--- config.mk ---
export PLATFORM = sky130hd
export DESIGN_NAME = ram8_bank
export DESIGN_NICKNAME = d
export VERILOG_FILES = /design/src/rtl/ram8_bank.sv
export SDC_FILE = /design/constraint.sdc
export NUM_CORES = 1
export LEC_CHECK = 0
export CORE_MARGIN = 1
export CORE_UTILIZATION = 60
export CTS_CLUSTER_SIZE = 20
export DETAILED_ROUTE_END_ITERATION = 10
export GPL_TIMING_DRIVEN = 0
export PLACE_DENSITY = 0.83
export RECOVER_POWER = 100
export SETUP_SLACK_MARGIN = 0.4
export SLEW_MARGIN = 15
export SYNTH_ARGS = -nofsm -noshare
export SYNTH_HDL_FRONTEND = slang
export SYNTH_SLANG_ARGS = --single-unit
export TNS_END_PERCENT = 30
--- constraint.sdc ---
create_clock -name clk -period 9.75 [get_ports clk]
set_clock_uncertainty 0.05 [all_clocks]
set_input_delay 1.95 -clock clk [delete_from_list [all_inputs] [get_ports clk]]
set_output_delay 1.95 -clock clk [all_outputs]
set_load 0.01 [all_outputs]
--- src/rtl/ram8_bank.sv ---
// 8-word x WIDTH register bank with a demuxed write port, a combinational read port,
// per-word valid bits and an 8-cycle sequenced clear sweep.
module ram8_bank #(
    parameter int unsigned WIDTH = 16
) (
    input  logic             clk,
    input  logic             reset,
    input  logic [WIDTH-1:0] in,
    input  logic             load,
    input  logic [2:0]       address,
    input  logic             clr,
    output logic [WIDTH-1:0] out,
    output logic             busy,
    output logic [7:0]       valid_map
);

    typedef enum logic [0:0] {StIdle, StClear} state_e;

    state_e           state_q, state_d;
    logic [2:0]       ptr_q, ptr_d;
    logic [WIDTH-1:0] word_q [8];
    logic [7:0]       valid_q, valid_d;
    logic [7:0]       wr_en;
    logic [7:0]       clr_en;

    // 8-way demultiplexer: routes en to the one output picked by sel.
    function automatic logic [7:0] demux8(input logic en, input logic [2:0] sel);
        logic [7:0] y;
        y      = '0;
        y[sel] = en;
        return y;
    endfunction

    always_comb begin
        state_d = state_q;
        ptr_d   = ptr_q;
        wr_en   = '0;
        clr_en  = '0;
        case (state_q)
            StIdle: begin
                // A write and a clear request on the same edge both take effect.
                wr_en = demux8(load, address);
                if (clr) begin
                    state_d = StClear;
                    ptr_d   = 3'd0;
                end
            end
            StClear: begin
                clr_en = demux8(1'b1, ptr_q);
                ptr_d  = ptr_q + 3'd1;
                if (ptr_q == 3'd7) begin
                    state_d = StIdle;
                end
            end
        endcase
        valid_d = (valid_q | wr_en) & ~clr_en;
    end

    always_ff @(posedge clk or posedge reset) begin
        if (reset) begin
            state_q <= StIdle;
            ptr_q   <= 3'd0;
            valid_q <= 8'h00;
        end else begin
            state_q <= state_d;
            ptr_q   <= ptr_d;
            valid_q <= valid_d;
        end
    end

    always_ff @(posedge clk or posedge reset) begin
        if (reset) begin
            for (int i = 0; i < 8; i++) begin
                word_q[i] <= '0;
            end
        end else begin
            for (int i = 0; i < 8; i++) begin
                if (wr_en[i]) begin
                    word_q[i] <= in;
                end else if (clr_en[i]) begin
                    word_q[i] <= '0;
                end
            end
        end
    end

    assign out       = word_q[address];
    assign busy      = (state_q == StClear);
    assign valid_map = valid_q;

endmodule
# [After elaboration in Yosys (flattened, before gate mapping)]
# Index checks and enable logic that the tools add are counted.
[word_totals] input_bits=23 output_inout_bits=25 register_bits=140
[classes] add_sub_neg=1 mux=30 n_lt_le_gt_ge=5 n_reduce_logical=10 bitwise_logic=6 eq_ne=2
[op_table] operator="$mux W16" count=18
[op_table] operator="$bmux W16 S3" count=1
[op_table] operator="$and A8 B8 Y8" count=2
[op_table] operator="$mux W8" count=2
[op_table] operator="$reduce_bool A2 Y1" count=8
[op_table] operator="$lt A3 B4 Y1 const B" count=2
[op_table] operator="$not A8 Y8" count=1
[op_table] operator="$or A8 B8 Y8" count=1
[op_table] operator="$demux W1 S3" count=2
[op_table] operator="$ge A3 B1 Y1 const B" count=2
[op_table] operator="$pmux W3 S2" count=1
[op_table] operator="$ge A4 B4 Y1 const B" count=1
[op_table] operator="$mux W1" count=4
[op_table] operator="$not A3 Y4" count=1
[op_table] operator="$add A3 B1 Y3 const B" count=1
[op_table] operator="$eq A3 B3 Y1 const B" count=1
[op_table] operator="$mux W3" count=1
[op_table] operator="$logic_and A1 B1 Y1" count=2
[op_table] operator="$ne A2 B2 Y1 const B" count=1
[op_table] operator="$pmux W1 S2" count=1
[op_table] operator="$not A1 Y1" count=1

# [Longest topological paths before layout]
# Gate-level depths: netlist of the first run.
[depth] word_depth=8 depth_mapped=7 mapped_depth_nobuf=4

# [Least setup slack after synthesis of the first run]
# OpenSTA, ideal clock, no wires.
[synth_timing] kind="input-to-output" start="input address[2]" end="output out[0]" t_arrival_ns=3.046 path_buffers=2 path_stages=4 required_time_ns=7.750 slack_ns=4.704 path_cell_list="buf_2 > clkbuf_1 > mux4_2 > mux2_2"
[synth_via] elab_chain_cells=4
[synth_rtl] element="start, declared" line="10" source="input logic [2:0] address,"
[synth_rtl] element="$not A3 Y4 (implied by the code)" line="87" source="assign out = word_q[address];"
[synth_rtl] element="$bmux W16 S3" line="87"
[synth_rtl] element="$mux W16 (implied by the code) (2 in series)" line="87"
[synth_rtl] element="end, declared" line="12" source="output logic [WIDTH-1:0] out,"
# Every way passes these cells. The select of a mux whose other input is x is not followed.

# [Worst setup path after layout of the first run]
[layout_timing] start="input address[1]" end="output out[10]"
# The elaborated chain is that of the path after synthesis.

==> results of run 1 <==
registers in the layout (all words and copies together) (netlist names):
name,count
ptr_q,3
valid_map,8
word_q,128
busy,1
final timing paths:
check	from	slack, ns	to
max	address[1]	3.20	out[10]
min	valid_map[7]	0.43	valid_map[7]
max reg2reg	busy	7.09	word_q[84]
min reg2reg	valid_map[7]	0.43	valid_map[7]
max in group asynchronous	reset	5.33	word_q[104]
min in group asynchronous	reset	2.86	word_q[91]
routing by layer:
metal / routed length [microns] / global-route usage (%)
met1: 7390 / 46.22
met2: 10350 / 59.15
met3: 2364 / 10.82
met4: 1006 / 22.00
met5: 0 / 0
cell usage in the layout (no fill, tap or decap), types with 2 or more instances in the layout:
master and n:
ha_1 2, dfrtp_1 140, dlygate4sd3_1 25, nand2b_1 3, clkinv_2 4, and2_0 5
nand2_1 130, nand4b_1 3, clkbuf_2 2, buf_2 16, o21a_1 8, buf_6 6
nor2_1 2, clkbuf_8 4, nand3_1 128, bufinv_16 3, nor2b_1 2, o21ai_1 4
clkbuf_1 67, mux4_1 22, mux4_2 10, and2_1 4, mux2_2 13, o21ai_0 126
clkdlybuf4s50_1 4, nand4bb_1 3, mux2_1 3, clkbuf_16 17
power by group through the flow:
| stage | combinational, mW | sequential (mW) | clock (mW) |
|---|---|---|---|
| floorplan | 0.420 | 0.868 | 0 |
| global placement | 0.615 | 0.887 | 0 |
| detailed placement | 0.648 | 0.900 | 0 |
| CTS | 0.655 | 0.896 | 0.664 |
| global route | 0.692 | 0.918 | 0.692 |
| finish | 0.641 | 0.903 | 0.667 |
layout make-up:
type,count,area (sq um),share of cell area (%)
diodes,1,2.502,0.03104
plain buffers,88,397.9,4.936
clock buffers,25,495.5,6.146
clock inverters,7,110.1,1.366
inverters,1,5.005,0.06208
multi-input cells,474,3050,37.84
flip-flops and latches,140,3503,43.46
well taps,143,178.9,2.219
repair buffers,30,317.8,3.942
per-stage QoR:
step                      hold WS, ns  utilization (%)  cell area (sq um)  total power [mW]
after floorplan                0.4375                -               7003             1.288
after global placement         0.4241            65.44               7472             1.502
after detailed placement       0.4314            65.72               7505             1.548
after CTS                      0.4440            71.03               8110             2.215
after global routing           0.4551            70.58               8059             2.302
final                          0.4316            70.60               8061             2.211
cells by family after synthesis:
logic type,count (synthesis)
adder cells (fa/ha/maj),2
AND/OR/NAND/NOR,284
flip-flops,140
multiplexers,49
buffers and inverters,89
AO/OA/AOI/OAI,139
==> impl_results.md, run 1 <==
* Status: finished, violations left
* Failing checks: capacitance limit, slew limit
* Clock Sinks at 140
* Max Freq at between 150 and 200 MHz
* 1st-iter DRT viols at about 750
* Hold Crit Depth at 1
* Via count at 6240
* Async S/R FF share, synth at 100.0%
* Cell with the most instances after synthesis: dfrtp_1
* Nets at slightly below 800
* Drt pass-1 iters at 7
* EDFF count, synth at 0
* Critical path arrival at 4.55 ns
* Simple-gate area share of the yosys netlist at between 10% and 20%
* Total Neg Setup Slack at 0 ns
* Worst path bufs/invs at 4
* XOR/XNOR share of the synthesized area at 0%
* Tot GR Track Use at a little under two fifths
* Largest family of logic cells by synthesized area: simple AND/OR/NAND/NOR gates
* Crit end category: output port
* Setup Viol. Count Final at 0
* Clk_lat worst skew at approximately 0.43 ns
* Final worst slack at 3.204 ns
* CTS tree: yes
* ANT nets after route at 0
* Worst-Margin Slew at 3.249 ns
* Final GP Congestion at ~0.9
* VDD IR max at around 0.20 mV
* WL per Instance at 23.23 microns
* CTS Buffer Depth at 2
* CP startpoint kind: primary input
* Die Y at around 110 microns
* Starting Density at between 60 and 70%
* PwrDens at roughly 270 nW/um^2
* # DRC at 0
* Hold Crit Class: reg -> reg
* P_leak at between 3 and 4 nW
* Pre-CTS setup slack at between 3 and 4 ns
* Largest delay share family, worst path: buffers and inverters
* Netlist Area Pre-Place at approximately 7000 sq um
* Worst path required time at approximately 7.8 ns
* Unrepaired setup endpoints after global routing: false
* DIE WIDTH at between 100 and 150 microns
* Cell Chain, Critical Path: dlygate4sd3_1 -> clkbuf_1 -> clkbuf_1 -> mux2_2 -> dlygate4sd3_1
* Ys flop type: dfrtp_1
* Cell taking the most area after synthesis: dfrtp_1
* Final cell count without fillers at around 900
* Sw Pwr at about 0.73 mW
* Mux contribution to synthesized area at 14.19%
* Initial antenna violation count at 1
* Synthesis-stage register bit count at 140
* Stages on worst setup path at 5
* CTS Hold Buffers Added at 0
* Ports at 48
* Fillers at approximately 850
* Sequential element share of the synthesized area at about half
* Area Overhead vs Synth at 15.12%
* Synth Net Count at about 730
* Post-Syn Instances at about 700
* Synth cell count leaders: 140 x dfrtp_1, 130 x nand2_1, 128 x nand3_1, 80 x o21ai_0, 50 x o21ai_1
* Share of cells above drive strength 1 at between 10% and 20%
* Htree depth at 4
* Num rows at 39
* Max-cap violations at 1
* Slowest cell on the critical path: dlygate4sd3_1
* Core area at 11420 sq um
* Clock power share at a little under a third
* Port Buffers at 29
* Drt via density at around 6.9
* Reg power frac at 40.8%
* Post-CTS sizing at 0
* CTS clock-pin slew for the worst setup and hold paths at approximately 0.06 ns
* Share of Yosys cell area claimed by the top area cell type at about half
* Avg Cell Area, Syn at ~10 sq um
* Post-CTS Setup Inserts at 0
* Crit Path Category: in -> out
* Vias in the first global route at roughly 6.3k
* Switch share at between 30% and 40%
* Minimum clock period at about 6.5 ns
* DP Wirelength at around 14000 microns
* Critical path peak fanout at 10
* Post-Synth Adder-Cell Area at less than 1%
* Clock Tree Root: clkbuf_16
* First-pass GRT wire length at about 33000 microns
* Logic pwr share at between 20 and 30%
* Complex-gate fraction of the synthesized area at between 10% and 20%
* Slowest stage delay, CP at ~0.62 ns
* Slew margin rel. at -117.8%
* Die area at between 10000 and 15000 sq um
* Unique masters post-synth at 31
* Total length of routed wires at about 21000 microns
* Fin crit share at about two thirds
* Yosys warns at 0
* Total gr overflow at 0
* Slew Viols, Final at just over 70
* Hold Vio Cnt, Final at 0
* Post-Place Cells at approximately 880
* Reg2reg path depth at 6
* Int Pwr at 1.482 mW
* Largest net degree at the start of global routing at 72
* Dominant cells by area after synthesis: dfrtp_1 50%, nand3_1 9.1%, mux4_1 8.3%, nand2_1 7.0%, o21ai_0 5.7%
* Num CTS Buffers at 17
(Power assumes the default switching activity.)
==> run 2: changes to the inputs <==
--- a/config.mk
+++ b/config.mk
@@ -6,11 +6,11 @@
 export NUM_CORES = 1
 export LEC_CHECK = 0
 export CORE_MARGIN = 1
-export CORE_UTILIZATION = 60
+export CORE_UTILIZATION = 59
 export CTS_CLUSTER_SIZE = 20
 export DETAILED_ROUTE_END_ITERATION = 10
 export GPL_TIMING_DRIVEN = 0
-export PLACE_DENSITY = 0.83
+export PLACE_DENSITY = 0.82
 export RECOVER_POWER = 100
 export SETUP_SLACK_MARGIN = 0.4
 export SLEW_MARGIN = 15
==> constraint.sdc (replaced) <==
create_clock -name clk -period 6.5 [get_ports clk]
set_clock_uncertainty 0.05 [all_clocks]
set_input_delay 1.3 -clock clk [delete_from_list [all_inputs] [get_ports clk]]
set_output_delay 1.3 -clock clk [all_outputs]
set_load 0.01 [all_outputs]
==> impl_results.md, run 2 (synthesized netlist as in run 1, its figures left out) <==
* Status: finished, violations left
* Failing checks: capacitance limit, slew limit
* CTS clock-pin slew for the worst setup and hold paths at 0.05 ns (about the same)
* Reg2reg path depth at 6 (unchanged)
* Total length of routed wires at 20290 microns (-3.9%)
* Post-CTS Setup Inserts at 0 (unchanged)
* Fillers at 805 (-5.0%)
* Die Y at 110.9 microns (+0.83%)
* DP Wirelength at 13670 microns (-1.7%)
* Area Overhead vs Synth at 15.38%
* Wire length on met3 at 2077 microns (-12%)
* 1st-iter DRT viols at 623 (-17%)
* Hold Startpoint: valid_map[7]
* Crit path launch: address[1]
* VDD IR max at 0.2534 mV (+27%)
* Unrepaired setup endpoints after global routing: false
* Reg2Reg Launch Point: busy
* Critical path peak fanout at 10 (unchanged)
* Tot GR Track Use at 34.79% (-2.7 points)
* Share of cells above drive strength 1 at 9.673% (-0.39 points)
* Reg power frac at 40.7% (about the same)
* Slew Viols, Final at 85 (+20%)
* Max reg flops at 128 (unchanged)
* R2R setup slack at 4.04 ns (-3.05 ns)
* Critical path arrival at 3.84 ns (-0.71 ns)
* Htree depth at 4 (unchanged)
* Crit end category: output port
* Port Buffers at 29 (unchanged)
* Max Used Layer: met4
* Max Freq at approximately 190 MHz
* Crit Path Category: in -> out
* Worst-Margin Slew at 3.786 ns (+0.5370 ns)
* Worst r2r dst: word_q[80]
* Sw Pwr at 1.084 mW (+48%)
* First-pass GRT wire length at 32150 microns (-1.4%)
* Int Pwr at 2.253 mW (+52%)
* Routed length on met2 at 9691 microns (-6.4%)
* PwrDens at 413.0 nW/um^2 (+51%)
* Hold Crit Depth at 1 (unchanged)
* CTS Hold Buffers Added at 0 (unchanged)
* Worst Setup EP: out[6]
* Fin crit share at roughly four fifths
* Initial antenna violation count at 0 (-1)
* CTS Buffer Depth at 2 (unchanged)
* ANT nets after route at 0 (unchanged)
* CP startpoint kind: primary input
* Starting Density at 60.81% (-0.52 points)
* Minimum clock period at just over 5 ns
* Slew margin rel. at -153.8% (-36 points)
* Post-CTS sizing at 0 (unchanged)
* Via count at 6063 (-2.8%)
* # DRC at 0 (unchanged)
* # diodes at 0 (-1)
* Register Area at 3503 sq um (unchanged)
* M1 WL at 7613 microns (+3.0%)
* Clk_lat worst skew at 0.42 ns (about the same)
* Clock Sinks at 140 (unchanged)
* Switch share at 32.48% (-0.53 points)
* Num CTS Buffers at 17 (unchanged)
* Drt pass-1 iters at 8 (+1)
* Die area at 12310 sq um (+1.7%)
* Final GP Congestion at 0.8926 (+1.1%)
* Commonest non-fill, non-tap cell in the layout: dfrtp_1
* Largest net degree at the start of global routing at 86 (+19%)
* Max-cap violations at 1 (unchanged)
* Top reg by flops: word_q
* Clock power share at 31.0% (+0.8 points)
* Num rows at 39 (unchanged)
* Worst path required time at 5.15 ns (-2.60 ns)
* Drt via density at 6.677 (-2.7%)
* CTS tree: yes
* Core area at 11520 sq um (+0.85%)
* Logic pwr share at 28.3% (-0.7 points)
* Hold Vio Cnt, Final at 0 (unchanged)
* WL per Instance at 22.35 microns (-3.8%)
* DIE WIDTH at 110.9 microns (+0.83%)
* Nets at 777 (unchanged)
* Ports at 48 (unchanged)
* P_leak at 3.537 nW (about the same)
* DP Area at 7505 sq um (unchanged)
* Fin util at 70.17% (-0.44 points)
* Post-route cell area at 8080 sq um (+0.23%)
* Multi-input logic area at 3050 sq um (unchanged)
* Hold Crit Class: reg -> reg
* Clock Tree Root: clkbuf_16
* Setup Viol. Count Final at 0 (unchanged)
* Total gr overflow at 0 (unchanged)
* Commonest non-fill, non-tap cells in the layout: 140 x dfrtp_1, 130 x nand2_1, 128 x nand3_1
* Vias in the first global route at 6079 (-2.8%)
-- run 2: worst max-delay path, stage by stage --
cell	delay, ns
dlygate4sd3_1	0.59
clkbuf_1	0.44
clkbuf_1	0.49
mux2_2	0.41
dlygate4sd3_1	0.61
-- run 2: power by group through the flow --
stage	sequential, mW	clock (mW)	combinational (mW)
after global placement	1.33	0	0.911
final	1.36	1.03	0.944
after floorplan	1.30	0	0.629
after global routing	1.38	1.06	1.02
after detailed placement	1.35	0	0.954
after CTS	1.35	1.03	0.965
-- run 2: routing by layer --
metal  vias up  global-route usage [%]
met2       452                   55.77
met1      2940                   43.80
met4         0                   18.72
li1       2571                       -
met5         -                       0
met3       100                   8.748
-- run 2: stage by stage --
stage | total power, mW | worst slack, ns | instances | setup TNS [ns] | hold WS [ns]
floorplan | 1.932 | 1.397 | 703 | 0 | 0.4375
global placement | 2.243 | -0.2592 | 875 | -34.89 | 0.4252
detailed placement | 2.307 | 1.778 | 876 | 0 | 0.4314
CTS | 3.340 | 1.768 | 908 | 0 | 0.4438
global route | 3.469 | 1.255 | 908 | 0 | 0.4482
finish | 3.337 | 1.306 | 908 | 0 | 0.4350
-- run 2: layout make-up --
type	instances	share of cell area, %
timing repair buffer	30	3.933
clock inverter	7	1.672
buffer	88	5.002
inverter	1	0.06194
tap	143	2.214
multi-input combinational	474	37.75
clock buffer	25	6.008
sequential	140	43.36
-- run 2: worst min-delay path by stage --
stage                               to  slack [ns]
after floorplan             word_q[65]        0.44
after global placement    valid_map[7]        0.43
after detailed placement  valid_map[7]        0.43
after CTS                 valid_map[7]        0.44
after global routing      valid_map[5]        0.45
final                     valid_map[7]        0.43
